==> config.mk <==
export PLATFORM = sky130hd
export DESIGN_NAME = round_judge
export DESIGN_NICKNAME = d
export VERILOG_FILES = /design/src/rtl/game_pkg.sv /design/src/rtl/btn_conditioner.sv /design/src/rtl/round_judge.sv
export SDC_FILE = /design/constraint.sdc
export NUM_CORES = 1
export LEC_CHECK = 0
export CORE_ASPECT_RATIO = 0.9
export CORE_MARGIN = 4
export CORE_UTILIZATION = 33
export DETAILED_ROUTE_END_ITERATION = 10
export GPL_ROUTABILITY_DRIVEN = 0
export PLACE_DENSITY = 0.57
export SLEW_MARGIN = 0
export SYNTH_ARGS = -nofsm -noshare
export SYNTH_HDL_FRONTEND = slang
export SYNTH_SLANG_ARGS = --single-unit
==> constraint.sdc <==
create_clock -name clk -period 1.7 [get_ports clk]
set_clock_uncertainty 0.15 [all_clocks]
set_input_delay 0.255 -clock clk [delete_from_list [all_inputs] [get_ports clk]]
set_output_delay 0.255 -clock clk [all_outputs]
set_load 0.02 [all_outputs]
==> src/rtl/game_pkg.sv <==
// Shared definitions for the dice-game judge: result codes, state codes, widths, scoring rule.
// Latency: n/a (package only).
// Backpressure: n/a (package only).
//
// Contents:
//   result_e       round outcome codes driven on choose_result
//   CTRL_*         game controller state codes (the judge is active in CTRL_CHOOSE)
//   judge_state_e  round_judge FSM states, built on legacy localparam encodings
//   SUM_* / MAX_TURNS  scoring constants
//   judge()        the pure scoring rule used in the EVAL state
package game_pkg;

  localparam int DIE_W  = 3;
  localparam int SUM_W  = 4;
  localparam int TURN_W = 4;

  // Round outcome; 2'b11 is never produced.
  typedef enum logic [1:0] {
    RES_CONTINUE = 2'b00,
    RES_LOST     = 2'b01,
    RES_WON      = 2'b10
  } result_e;

  // Game controller state codes.
  localparam logic [1:0] CTRL_IDLE   = 2'd0;
  localparam logic [1:0] CTRL_ROLL   = 2'd1;
  localparam logic [1:0] CTRL_CHOOSE = 2'd2;
  localparam logic [1:0] CTRL_OVER   = 2'd3;

  // Judge FSM encodings, kept as plain constants for older code that compares raw bits.
  localparam logic [2:0] J_IDLE     = 3'd0;
  localparam logic [2:0] J_CAPTURE  = 3'd1;
  localparam logic [2:0] J_WAIT_BTN = 3'd2;
  localparam logic [2:0] J_EVAL     = 3'd3;
  localparam logic [2:0] J_PULSE    = 3'd4;
  localparam logic [2:0] J_DONE     = 3'd5;

  typedef enum logic [2:0] {
    ST_IDLE     = J_IDLE,
    ST_CAPTURE  = J_CAPTURE,
    ST_WAIT_BTN = J_WAIT_BTN,
    ST_EVAL     = J_EVAL,
    ST_PULSE    = J_PULSE,
    ST_DONE     = J_DONE
  } judge_state_e;

  // Scoring constants.
  localparam logic [SUM_W-1:0]  SUM_SEVEN  = 4'd7;
  localparam logic [SUM_W-1:0]  SUM_ELEVEN = 4'd11;
  localparam logic [SUM_W-1:0]  SUM_TWO    = 4'd2;
  localparam logic [SUM_W-1:0]  SUM_THREE  = 4'd3;
  localparam logic [SUM_W-1:0]  SUM_TWELVE = 4'd12;
  localparam logic [TURN_W-1:0] MAX_TURNS  = 4'd15;

  typedef struct packed {
    result_e          result;
    logic [SUM_W-1:0] point;
  } verdict_t;

  // Scoring rule for one round. Turn 0 is treated like any later turn.
  // A round that would continue on the last representable turn is scored as
  // lost so the controller's 4-bit turn counter can never wrap.
  function automatic verdict_t judge(
    input logic [TURN_W-1:0] turns,
    input logic [SUM_W-1:0]  sum,
    input logic              die_bad,
    input logic [SUM_W-1:0]  point
  );
    verdict_t v;
    v.result = RES_CONTINUE;
    v.point  = point;
    if (die_bad) begin
      v.result = RES_LOST;
    end else if (turns == 4'd1) begin
      if (sum == SUM_SEVEN || sum == SUM_ELEVEN) begin
        v.result = RES_WON;
      end else if (sum == SUM_TWO || sum == SUM_THREE || sum == SUM_TWELVE) begin
        v.result = RES_LOST;
      end else begin
        v.point = sum;
      end
    end else begin
      if (sum == point) begin
        v.result = RES_WON;
      end else if (sum == SUM_SEVEN) begin
        v.result = RES_LOST;
      end
    end
    if (v.result == RES_CONTINUE && turns == MAX_TURNS) begin
      v.result = RES_LOST;
    end
    return v;
  endfunction

endpackage

==> src/rtl/btn_conditioner.sv <==
// Turns the raw asynchronous confirm button into a one-cycle press strobe.
// Latency: press 2 clk after btn rises (plain), or after DEBOUNCE_CYCLES high samples of the synced btn (debounced).
// Backpressure: none; press is a single-cycle strobe and is lost if the consumer is not listening.
//
// Ports:
//   clk, rst   clock and synchronous active-low reset
//   btn        raw active-high button, asynchronous to clk
//   press      one-cycle strobe on each registered press
// Macro ROUND_JUDGE_DEBOUNCE_EN: when defined, a consecutive-high counter follows
// the synchronizer; when undefined, press is the rising edge of the synced btn.
module btn_conditioner #(
  parameter int DEBOUNCE_CYCLES = 16
) (
  input  logic clk,
  input  logic rst,
  input  logic btn,
  output logic press
);

  // Two-flop synchronizer for the asynchronous button.
  logic sync_1;
  logic sync_2;

  always_ff @(posedge clk) begin
    if (!rst) begin
      sync_1 <= 1'b0;
      sync_2 <= 1'b0;
    end else begin
      sync_1 <= btn;
      sync_2 <= sync_1;
    end
  end

  // A zero-length debounce window is meaningless; such a configuration
  // elaborates this marker block so it is easy to spot in the hierarchy.
  if (DEBOUNCE_CYCLES < 1) begin : g_cfg_invalid_debounce
  end

`ifdef ROUND_JUDGE_DEBOUNCE_EN
  localparam int CNT_W = $clog2(DEBOUNCE_CYCLES + 1);

  // Counts consecutive high samples of sync_2 and saturates at DEBOUNCE_CYCLES,
  // so a long hold yields exactly one press.
  logic [CNT_W-1:0] hi_cnt;

  always_ff @(posedge clk) begin
    if (!rst) begin
      hi_cnt <= '0;
    end else if (!sync_2) begin
      hi_cnt <= '0;
    end else if (hi_cnt != CNT_W'(DEBOUNCE_CYCLES)) begin
      hi_cnt <= hi_cnt + CNT_W'(1);
    end
  end

  // The conditioned level rises when the count reaches DEBOUNCE_CYCLES; the
  // strobe marks the cycle whose high sample completes the window.
  assign press = sync_2 && (hi_cnt == CNT_W'(DEBOUNCE_CYCLES - 1));
`else
  // Plain build: edge detect directly on the synchronized level.
  logic sync_3;

  always_ff @(posedge clk) begin
    if (!rst) begin
      sync_3 <= 1'b0;
    end else begin
      sync_3 <= sync_2;
    end
  end

  assign press = sync_2 && !sync_3;
`endif

endmodule

==> src/rtl/round_judge.sv <==
// Judges one dice round per enable window: captures dice, waits for a confirm press, scores, strobes the result.
// Latency: EVAL occupies the cycle after the press is registered; pulse_o rises 1 cycle later.
// Backpressure: none; one pulse_o per enable assertion, enable low aborts a round that has not scored yet.
//
// Ports:
//   clk, rst       clock and synchronous active-low reset
//   enable         high while the controller is in its CHOOSE state
//   turns          1-based turn number from the controller
//   die_a, die_b   die faces 1..6; 0 or 7 marks a bad roll
//   btn            raw player confirm button
//   pulse_o        one-cycle strobe to the controller, choose_result valid with it
//   choose_result  00 CONTINUE, 01 LOST, 10 WON; held until the next score
//   point          established point, 0 when none
//   busy           high whenever the FSM is outside IDLE
// Macro ROUND_JUDGE_DEBOUNCE_EN enables the button debounce counter (see btn_conditioner).
module round_judge
  import game_pkg::*;
#(
  parameter int DEBOUNCE_CYCLES = 16
) (
  input  logic              clk,
  input  logic              rst,
  input  logic              enable,
  input  logic [TURN_W-1:0] turns,
  input  logic [DIE_W-1:0]  die_a,
  input  logic [DIE_W-1:0]  die_b,
  input  logic              btn,
  output logic              pulse_o,
  output logic [1:0]        choose_result,
  output logic [SUM_W-1:0]  point,
  output logic              busy
);

  judge_state_e     state;
  result_e          result_q;
  logic [SUM_W-1:0] point_q;
  logic [SUM_W-1:0] sum_q;
  logic             die_bad_q;
  logic             press;
  verdict_t         verdict;

  btn_conditioner #(
    .DEBOUNCE_CYCLES(DEBOUNCE_CYCLES)
  ) u_btn (
    .clk  (clk),
    .rst  (rst),
    .btn  (btn),
    .press(press)
  );

  // Dice are summed at full 4-bit width so 7+7 cannot alias a legal sum.
  logic [SUM_W-1:0] dice_sum;
  logic             dice_bad;

  assign dice_sum = {1'b0, die_a} + {1'b0, die_b};
  assign dice_bad = (die_a == 3'd0) || (die_a == 3'd7) ||
                    (die_b == 3'd0) || (die_b == 3'd7);

  assign verdict = judge(turns, sum_q, die_bad_q, point_q);

  always_ff @(posedge clk) begin
    if (!rst) begin
      state     <= ST_IDLE;
      result_q  <= RES_CONTINUE;
      point_q   <= '0;
      sum_q     <= '0;
      die_bad_q <= 1'b0;
    end else begin
      case (state)
        ST_IDLE: begin
          if (enable) state <= ST_CAPTURE;
        end

        ST_CAPTURE: begin
          // An aborted capture must leave point untouched, so the first-turn
          // clear is only committed when the round actually proceeds.
          if (!enable) begin
            state <= ST_IDLE;
          end else begin
            sum_q     <= dice_sum;
            die_bad_q <= dice_bad;
            if (turns == 4'd1) point_q <= '0;
            state <= ST_WAIT_BTN;
          end
        end

        ST_WAIT_BTN: begin
          // Only strobes seen here count; a button held from before CAPTURE
          // produced its edge earlier and is ignored.
          if (!enable) begin
            state <= ST_IDLE;
          end else if (press) begin
            state <= ST_EVAL;
          end
        end

        ST_EVAL: begin
          if (!enable) begin
            state <= ST_IDLE;
          end else begin
            result_q <= verdict.result;
            point_q  <= verdict.point;
            state    <= ST_PULSE;
          end
        end

        ST_PULSE: begin
          state <= ST_DONE;
        end

        ST_DONE: begin
          if (!enable) state <= ST_IDLE;
        end

        default: begin
          state <= ST_IDLE;
        end
      endcase
    end
  end

  // Decoded straight from state, so a reset edge during PULSE clears the
  // strobe on the very next cycle and nothing is left to replay it.
  assign pulse_o       = (state == ST_PULSE);
  assign busy          = (state != ST_IDLE);
  assign choose_result = result_q;
  assign point         = point_q;

endmodule

### After elaboration in Yosys (flattened, before gate mapping)

Index checks and enable logic that the tools add are counted.

* add/sub/neg operators: 1
* equal/unequal tests: 25
* multiplexer cells: 22
* reduce and logical (&&, ||, !) cells: 19

Operators by type and width (count)
* $mux W4: 7
* $ne A2 B2 Y1 const B: 9
* $pmux W3 S6: 1
* $mux W3: 5
* $eq A3 B3 Y1 const B: 4
* $eq A4 B4 Y1 const B: 3
* $mux W2: 6
* $logic_not A3 Y1: 3
* $eq A4 B2 Y1 const B: 2
* $pmux W4 S2: 1
* $reduce_and A8 Y1: 1
* $eq A3 B2 Y1 const B: 2
* $logic_or A1 B1 Y1: 6
* $add A3 B3 Y4: 1
* $eq A4 B1 Y1 const B: 1
* $eq A4 B3 Y1 const B: 1
* $eq A4 B4 Y1: 1
* $reduce_and A2 Y1: 2
* $eq A3 B1 Y1 const B: 1
* $ne A3 B3 Y1 const B: 1
* $reduce_and A3 Y1: 1
* $reduce_bool A3 Y1: 1
* $logic_and A1 B1 Y1: 2
* $logic_not A2 Y1: 1
* 3 further kinds: 4

* register bits after elaboration: 17
* bits of input ports: 14
* output and inout port bits: 8
* logic and storage cells: 75

### Longest topological paths before layout

Gate-level depths: netlist of run 1.

* depth after elaboration: 10
* gate-level depth with buffers: 6
* mapped depth without buffers: 6

### By module

From an unflattened synthesis of run 1, not the netlist that was laid out.

* cell total of the unflattened synthesis: 110
* area total of the unflattened synthesis: 970.9 um^2

By module, submodules not included
* round_judge: instances 1, cells an instance 103, area each 878.3 um^2, seq. area each 280.3 um^2
* btn_conditioner: instances 1, cells an instance 7, area each 92.6 um^2, seq. area each 60.1 um^2

### Least setup slack after synthesis of run 1

Ideal clock, no wire load.

* kind: register to register
* start: reg point_q[1], in the netlist point[1]
* end: reg result_q[0], in the netlist choose_result[0]
* library setup time: 0.134 ns
* arrival: 1.380 ns
* data required time: 1.416 ns
* slack: 0.035 ns
* cell stages (with the launch flop): 6
* path buffers: 0
* clock period less this slack: 1.665 ns
* cells stage by stage: dfxtp_1 > xor2_1 > nor4_2 > nor4_1 > a2111oi_0 > a21oi_1

* cells in the longest elaborated chain, start to end: 7

RTL lines
* start: declaration: line round_judge.sv:36 `logic [SUM_W-1:0] point_q;`
* start signal: assignment: line round_judge.sv:102 `point_q <= verdict.point;`
* $eq A4 B4 Y1 *: line game_pkg.sv:83 `if (sum == point) begin`
* $mux W2 *: line game_pkg.sv:83
* $mux W2 *: line game_pkg.sv:74 `end else if (turns == 4'd1) begin`
* $mux W2 *: line game_pkg.sv:72 `if (die_bad) begin`
* $logic_not A2 Y1: line game_pkg.sv:89 `if (v.result == RES_CONTINUE && turns == MAX_TURNS) begin`
* $logic_and A1 B1 Y1: line game_pkg.sv:89
* $mux W2 *: line game_pkg.sv:89
* end signal: assignment: line round_judge.sv:101 `result_q <= verdict.result;`
* end: declaration: line round_judge.sv:35 `result_e result_q;`

Every way passes the cells marked *; elsewhere a longest branch is shown, timed or not.
A chain may end at the register's enable or synchronous reset.

### Worst setup path in the final report of run 1

* start: reg sum_q[1]
* end: reg result_q[0], in the netlist choose_result[0]

* cells in the longest elaborated chain, start to end: 10
* elaborated cells between the ends (all ways): 18
* classes of those cells: eq/ne: 6; mux: 7; reduce/logical: 5

RTL lines
* start: declaration: line round_judge.sv:37 `logic [SUM_W-1:0] sum_q;`
* start signal: assignment: line round_judge.sv:80 `sum_q <= dice_sum;`
* $eq A4 B2 Y1: line game_pkg.sv:77 `end else if (sum == SUM_TWO || sum == SUM_THREE || sum == SUM_TWELVE) begin`
* $logic_or A1 B1 Y1 (2 in a row): line game_pkg.sv:77
* $mux W1: line game_pkg.sv:77
* $mux W2: line game_pkg.sv:75 `if (sum == SUM_SEVEN || sum == SUM_ELEVEN) begin`
* $mux W2 *: line game_pkg.sv:74
* $mux W2 *: line game_pkg.sv:72
* $logic_not A2 Y1: line game_pkg.sv:89
* $logic_and A1 B1 Y1: line game_pkg.sv:89
* $mux W2 *: line game_pkg.sv:89

Marked as above.

==> results.sh, run 1 <==
export IMPL_firstDrtPassIters=4
export IMPL_cts_sinks=17
export IMPL_diodes=0
export IMPL_ant_nets=0
export IMPL_viasPerCell=4.79
export IMPL_critPathTopFamily="compound AO/OA/AOI/OAI gates"
export IMPL_setup_tns_ps=0
export IMPL_critPathMaxStageDelay_ps=350
export IMPL_drive_gt1_share_pct=35.1
export IMPL_critPathMaxFanout=2
export IMPL_chipHeight_um=59.0
export IMPL_critPathLaunchType="register"
export IMPL_dpl_cell_area_mm2=0.00136
export IMPL_fin_crit_ps=1690
export IMPL_synthXorXnorAreaFrac_pct=6.43
export IMPL_clk_path_buf_depth=2
export IMPL_rsz0062_at_grt="yes"
export IMPL_grt_pass1_wl_mm=3.65
export IMPL_hold_violations=0
export IMPL_slew_viol_final=0
export IMPL_yosys_area_share_simple_pct=26.4
export IMPL_cp_arrival_ps=1730
export IMPL_yosys_area_share_adder_pct=6.04
export IMPL_synthDistinctLibCells=40
export IMPL_path_cells="xor2_2 > nor4_2 > buf_4 > nor4_2 > a2111oi_2 > a21oi_1"
export IMPL_synth_top_family_by_area="simple AND/OR/NAND/NOR gates"
export IMPL_synthFlopType="dfxtp_1"
export IMPL_ys_seq_elements=17
export IMPL_outcome="finished clean"
export IMPL_root_buffer="clkbuf_4"
export IMPL_slew_headroom_pct=81.5
export IMPL_port_buffers=21
export IMPL_final_nets=173
export IMPL_num_vias=929
export IMPL_postCtsHoldBufs=0
export IMPL_syn_area_um2=953
export IMPL_cts_made_buffers=3
export IMPL_drc=0
export IMPL_cts_tree="built"
export IMPL_grt_pass1_vias=888
export IMPL_start_util_pct=34.7
export IMPL_synth_edff_count=0
export IMPL_synth_compound_area_share_pct=17.5
export IMPL_design_area_mm2=0.00150
export IMPL_slowest_stage="dfxtp_2"
export IMPL_ios=22
export IMPL_dr_wl_met2_mm=1.16
export IMPL_required_ps=1740
export IMPL_wl_met3_um=80
export IMPL_rows=18
export IMPL_insertion_delay_ps=300
export IMPL_period_share_pct=99.3
export IMPL_drt_wirelength_per_cell_um=11.7
export IMPL_path_common_cell="nor4_2"
export IMPL_setup_violations=0
export IMPL_synthArstFlopShare_pct=0
export IMPL_clk_pin_slew_ps=110
export IMPL_syn2layout_area_growth_pct=57.3
export IMPL_peakVddDrop_mv=0.405
export IMPL_top_layer="met4"
export IMPL_die_area_mm2=0.00381
export IMPL_dpl_hpwl_mm=1.74
export IMPL_crit_type="register to register"
export IMPL_drt_met1_wl_mm=1.02
export IMPL_core_area_mm2=0.00275
export IMPL_yosysSeqAreaShare_pct=35.7
export IMPL_muxShareOfSynthArea_pct=2.10
export IMPL_crit_path_end_kind="register"
export IMPL_max_cap_viol_count=0
export IMPL_critPathBufInv=1
export IMPL_synth_nets=122
export IMPL_synth_cells=104
export IMPL_yosysWarnings=0
export IMPL_track_usage_pct=12.4
export IMPL_drt_iter0_drc=12
export IMPL_die_w_um=64.7
export IMPL_htree_levels=1
export IMPL_overflow=0
export IMPL_p_per_area_mw_per_mm2=564
export IMPL_grt_max_degree=16
export IMPL_wirelength_mm=2.27
export IMPL_max_freq_mhz=592
export IMPL_p_leak_nw=0.763
export IMPL_min_path_type="register to register"
export IMPL_syn_area_per_cell_um2=9.17
export IMPL_worst_slew_pin_slew_ps=277
export IMPL_antenna_found_initial=0
==> through the flow <==
stage                     power [mW]  utilization, %  instances  hold WS (ps)  worst slack, ps
after floorplan                0.522               -        104           232             35.4
after global placement         0.612            49.4        183           267             -308
after detailed placement       0.614            49.4        183           274             -380
after CTS                      0.846            52.3        192           299           -0.748
after global routing           0.897            54.6        194           305             -107
final                          0.846            54.6        194           296             11.4
==> report_power, final <==
part / total (mW) / internal, mW / switching, mW
combinational: 0.205 / 0.121 / 0.0843
clock: 0.221 / 0.0877 / 0.133
sequential: 0.420 / 0.408 / 0.0121
==> worst paths after layout <==
path,slack (ps),startpoint,cells after the start,end
max,10,sum_q[1],6,choose_result[0]
min,300,u_btn.sync_1,1,u_btn.sync_2
max reg2reg,10,sum_q[1],6,choose_result[0]
min reg2reg,300,u_btn.sync_1,1,u_btn.sync_2
==> Yosys cell counts (all sizes together) (2+ instances only) <==
library cell | number | area share [%]
and3 | 3 | 2.0
inv | 5 | 2.0
nand2 | 8 | 3.4
nor3b | 2 | 2.1
nor4 | 2 | 2.0
nand3 | 2 | 1.0
a22o | 5 | 4.6
a21oi | 4 | 2.1
nor2b | 4 | 2.6
dfxtp | 17 | 36
xnor2 | 2 | 1.8
o21ai | 3 | 1.6
nor3 | 3 | 1.6
or3 | 2 | 1.3
nor2 | 6 | 2.6
clkbuf | 3 | 1.2
ha | 3 | 3.9
a21o | 3 | 2.4
and2 | 3 | 2.0
xor2 | 5 | 4.6
o211a | 2 | 2.1
mux2i | 2 | 2.1
buf | 3 | 2.8
==> layout by cell type (no fill, tap or decap), drive strengths merged, types with 4 or more instances in the layout <==
cell and n:
a21oi 4, a22o 5, buf 32, clkdlybuf4s50 12, dfxtp 17, dlygate4sd2 4
inv 5, nand2 8, nor2 6, nor2b 4, xor2 5
==> flip-flops by register name (all words and copies together) (netlist names) <==
register and count:
point 4, sum_q 4, state 3, u_btn.sync_1 1
u_btn.sync_2 1, u_btn.sync_3 1, die_bad_q 1, choose_result 2
==> kinds of logic (layout without fill, tap and decap cells) <==
| kind of cell | Yosys count | count (layout) |
|---|---|---|
| xor+xnor | 7 | 7 |
| simple gates | 40 | 40 |
| mux | 2 | 2 |
| buf+inv | 11 | 61 |
| compound gates | 23 | 23 |
| flops | 17 | 17 |
| fa+ha+maj | 4 | 4 |
==> timing repair <==
item | 4_1_cts | 5_1_grt
setup endpoints to repair | 11 | 11
gates resized for setup | 15 | 20
pin swaps | 6 | 11
buffers inserted | 5 | 2
==> cell type report <==
class                   count  area, um^2
fillers                   272        1250
multi-input cells          76         601
repair buffers             52         447
flip-flops and latches     17         357
well taps                  40        50.0
clock buffers               3        22.5
inverters                   5        18.8
clock inverters             1        5.00
==> layer usage <==
| layer | GRT usage, % | vias to the layer above |
|---|---|---|
| met5 | 0 | - |
| met4 | 4.82 | 0 |
| met3 | 4.93 | 4 |
| met2 | 21.9 | 14 |
| met1 | 13.5 | 443 |
| li1 | - | 468 |
No activity file was read; power rests on OpenSTA's default activity.
==> run 2, diff against run 1 <==
--- a/config.mk
+++ b/config.mk
@@ -5,7 +5,7 @@
 export SDC_FILE = /design/constraint.sdc
 export NUM_CORES = 1
 export LEC_CHECK = 0
-export CORE_ASPECT_RATIO = 0.9
+export CORE_ASPECT_RATIO = 1.25
 export CORE_MARGIN = 4
 export CORE_UTILIZATION = 33
 export DETAILED_ROUTE_END_ITERATION = 10
==> run 2 against run 1 <==
  * Non-clock buffer count down 6
  * First-iteration DRC count down 50%
  * Critical path depth down 1
  * Sequential share of layout area up 1.2 points
  * Sequential power about the same
  * Critical endpoint is now point[3]
  * Largest power group unchanged
==> results.sh, run 2 (synthesis gave the netlist of run 1 again) <==
export IMPL_outcome="finished clean"
export IMPL_critPathMaxFanout=5
export IMPL_setup_violations=0
export IMPL_r2r_cells=5
export IMPL_postLayoutCoreUtil_pct=51.2
export IMPL_postCtsHoldBufs=0
export IMPL_track_usage_pct=11.9
export IMPL_critPathLaunchType="register"
export IMPL_hold_violations=0
export IMPL_ant_nets=0
export IMPL_path_cells="buf_6 > a21o_1 > a211o_1 > a22o_1 > a22o_1"
export IMPL_insertion_delay_ps=290
export IMPL_peakVddDrop_mv=0.350
export IMPL_r2r_setup_slack_ps=30
export IMPL_rows=21
export IMPL_reg2reg_to="point[3]"
export IMPL_final_common_cell="buf_4"
export IMPL_whs_ps=295
export IMPL_critPathMaxStageDelay_ps=340
export IMPL_p_per_area_mw_per_mm2=587
export IMPL_pwr_share_seq_pct=51.2
export IMPL_min_to="u_btn.sync_2"
export IMPL_cp_arrival_ps=1700
export IMPL_cts_made_buffers=3
export IMPL_port_buffers=21
export IMPL_pwr_share_comb_pct=22.4
export IMPL_wirelength_mm=2.01
export IMPL_hp_start="u_btn.sync_1"
export IMPL_worst_slew_pin_slew_ps=367
export IMPL_path_common_cell="a22o_1"
export IMPL_rsz0062_at_grt="yes"
export IMPL_overflow=0
export IMPL_die_w_um=56.1
export IMPL_die_area_mm2=0.00382
export IMPL_slew_viol_final=0
export IMPL_fin_crit_ps=1670
export IMPL_slew_headroom_pct=75.5
export IMPL_drt_wirelength_per_cell_um=11.0
export IMPL_cts_sinks=17
export IMPL_p_leak_nw=0.681
export IMPL_core_area_mm2=0.00273
export IMPL_chipHeight_um=68.1
export IMPL_drive_gt1_share_pct=27.7
export IMPL_htree_levels=1
export IMPL_grt_pass1_wl_mm=3.60
export IMPL_crit_path_end_kind="register"
export IMPL_clk_path_buf_depth=2
export IMPL_clk_pin_slew_ps=100
export IMPL_grt_max_degree=16
export IMPL_period_share_pct=98.1
export IMPL_max_cap_viol_count=0
export IMPL_diodes=0
export IMPL_firstDrtPassIters=3
export IMPL_num_vias=870
export IMPL_final_nets=167
export IMPL_cts_tree="built"
export IMPL_max_freq_mhz=600
export IMPL_antenna_found_initial=0
export IMPL_netSwitchingPower_uw=214
export IMPL_final_cell_mix="24 x buf_4, 14 x dfxtp_1, 13 x clkdlybuf4s50_1"
export IMPL_grt_pass1_vias=837
export IMPL_drt_iter0_drc=6
export IMPL_dpl_hpwl_mm=1.61
export IMPL_holdPathStages=1
export IMPL_crit_type="register to register"
export IMPL_swShare_pct=26.0
export IMPL_root_buffer="clkbuf_4"
export IMPL_required_ps=1740
export IMPL_internal_power_uw=607
export IMPL_timing_rr_start="sum_q[0]"
export IMPL_min_path_type="register to register"
export IMPL_p_clk_share_pct=26.3
export IMPL_nFillCells=273
export IMPL_start_util_pct=34.9
export IMPL_setup_worst_path_start="sum_q[0]"
export IMPL_slowest_stage="dfxtp_2"
export IMPL_syn2layout_area_growth_pct=46.7
export IMPL_viasPerCell=4.78
export IMPL_drc=0
export IMPL_ios=22
[run 2: cell count changes in the layout (fill, tap and decap cells not counted), sizes merged]
cell and change:
clkbuf +3, dlygate4sd1 -1, dlygate4sd2 +1, clkdlybuf4s50 +1, buf -7, clkinv -1, dlymetal6s2s -2
[run 2: cell type report]
cell class | instances | area (um^2) | area share, %
Multi-Input combinational cell | 76 | 574 | 41.1
Inverter | 5 | 18.8 | 1.34
Timing Repair Buffer | 46 | 388 | 27.7
Tap cell | 34 | 42.5 | 3.04
Clock buffer | 4 | 26.3 | 1.88
Sequential cell | 17 | 349 | 25.0
[run 2: how the worst max path moves through the flow]
| stage | endpoint | slack, ps | depth (start not counted) |
|---|---|---|---|
| 2_1_floorplan | choose_result[0] | 40 | 5 |
| 3_3_place_gp | point[1] | -330 | 6 |
| 3_5_place_dp | point[3] | -390 | 6 |
| 4_1_cts | choose_result[0] | -30 | 5 |
| 5_1_grt | choose_result[0] | -40 | 5 |
| 6_report | point[3] | 30 | 5 |
[run 2: layer usage]
metal / track usage, % / part of all wire (%) / up-vias
met5: 0 / 0 / -
met4: 6.23 / 0.70 / 0
met3: 2.64 / 5.2 / 2
met2: 20.0 / 49 / 17
met1: 14.2 / 45 / 392
li1: - / - / 459
[run 2: power by group through the flow]
stage | sequential [mW] | clock [mW] | combinational, mW
3_3_place_gp | 0.431 | 0 | 0.182
5_1_grt | 0.424 | 0.247 | 0.205
2_1_floorplan | 0.425 | 0 | 0.0973
3_5_place_dp | 0.431 | 0 | 0.184
4_1_cts | 0.420 | 0.226 | 0.186
6_report | 0.421 | 0.216 | 0.184
[run 2: critical path: cells and delay by family, from the launching register on]
| family | cells | cell delay (ps) |
|---|---|---|
| flip-flops | 1 | 340 |
| buffers and inverters | 1 | 120 |
| AO/OA/AOI/OAI | 4 | 970 |
[run 2: through the flow]
step / setup TNS, ps / instances / worst slack [ps] / area [um^2] / power, mW
floorplan: 0 / 104 / 35.4 / 953 / 0.522
global placement: -2360 / 177 / -329 / 1350 / 0.613
detailed placement: -2910 / 177 / -391 / 1350 / 0.615
CTS: -44.1 / 182 / -30.6 / 1390 / 0.832
global route: -94.2 / 182 / -44.2 / 1400 / 0.876
finish: 0 / 182 / 32.2 / 1400 / 0.821
[run 2: what timing repair did]
item                                    in CTS  in global routing
endpoints found under the setup margin      11                  7
pin swaps                                    8                 12
buffers inserted                             1                  0
endpoints found under the hold margin        0                  0
resized for setup                           14                 10
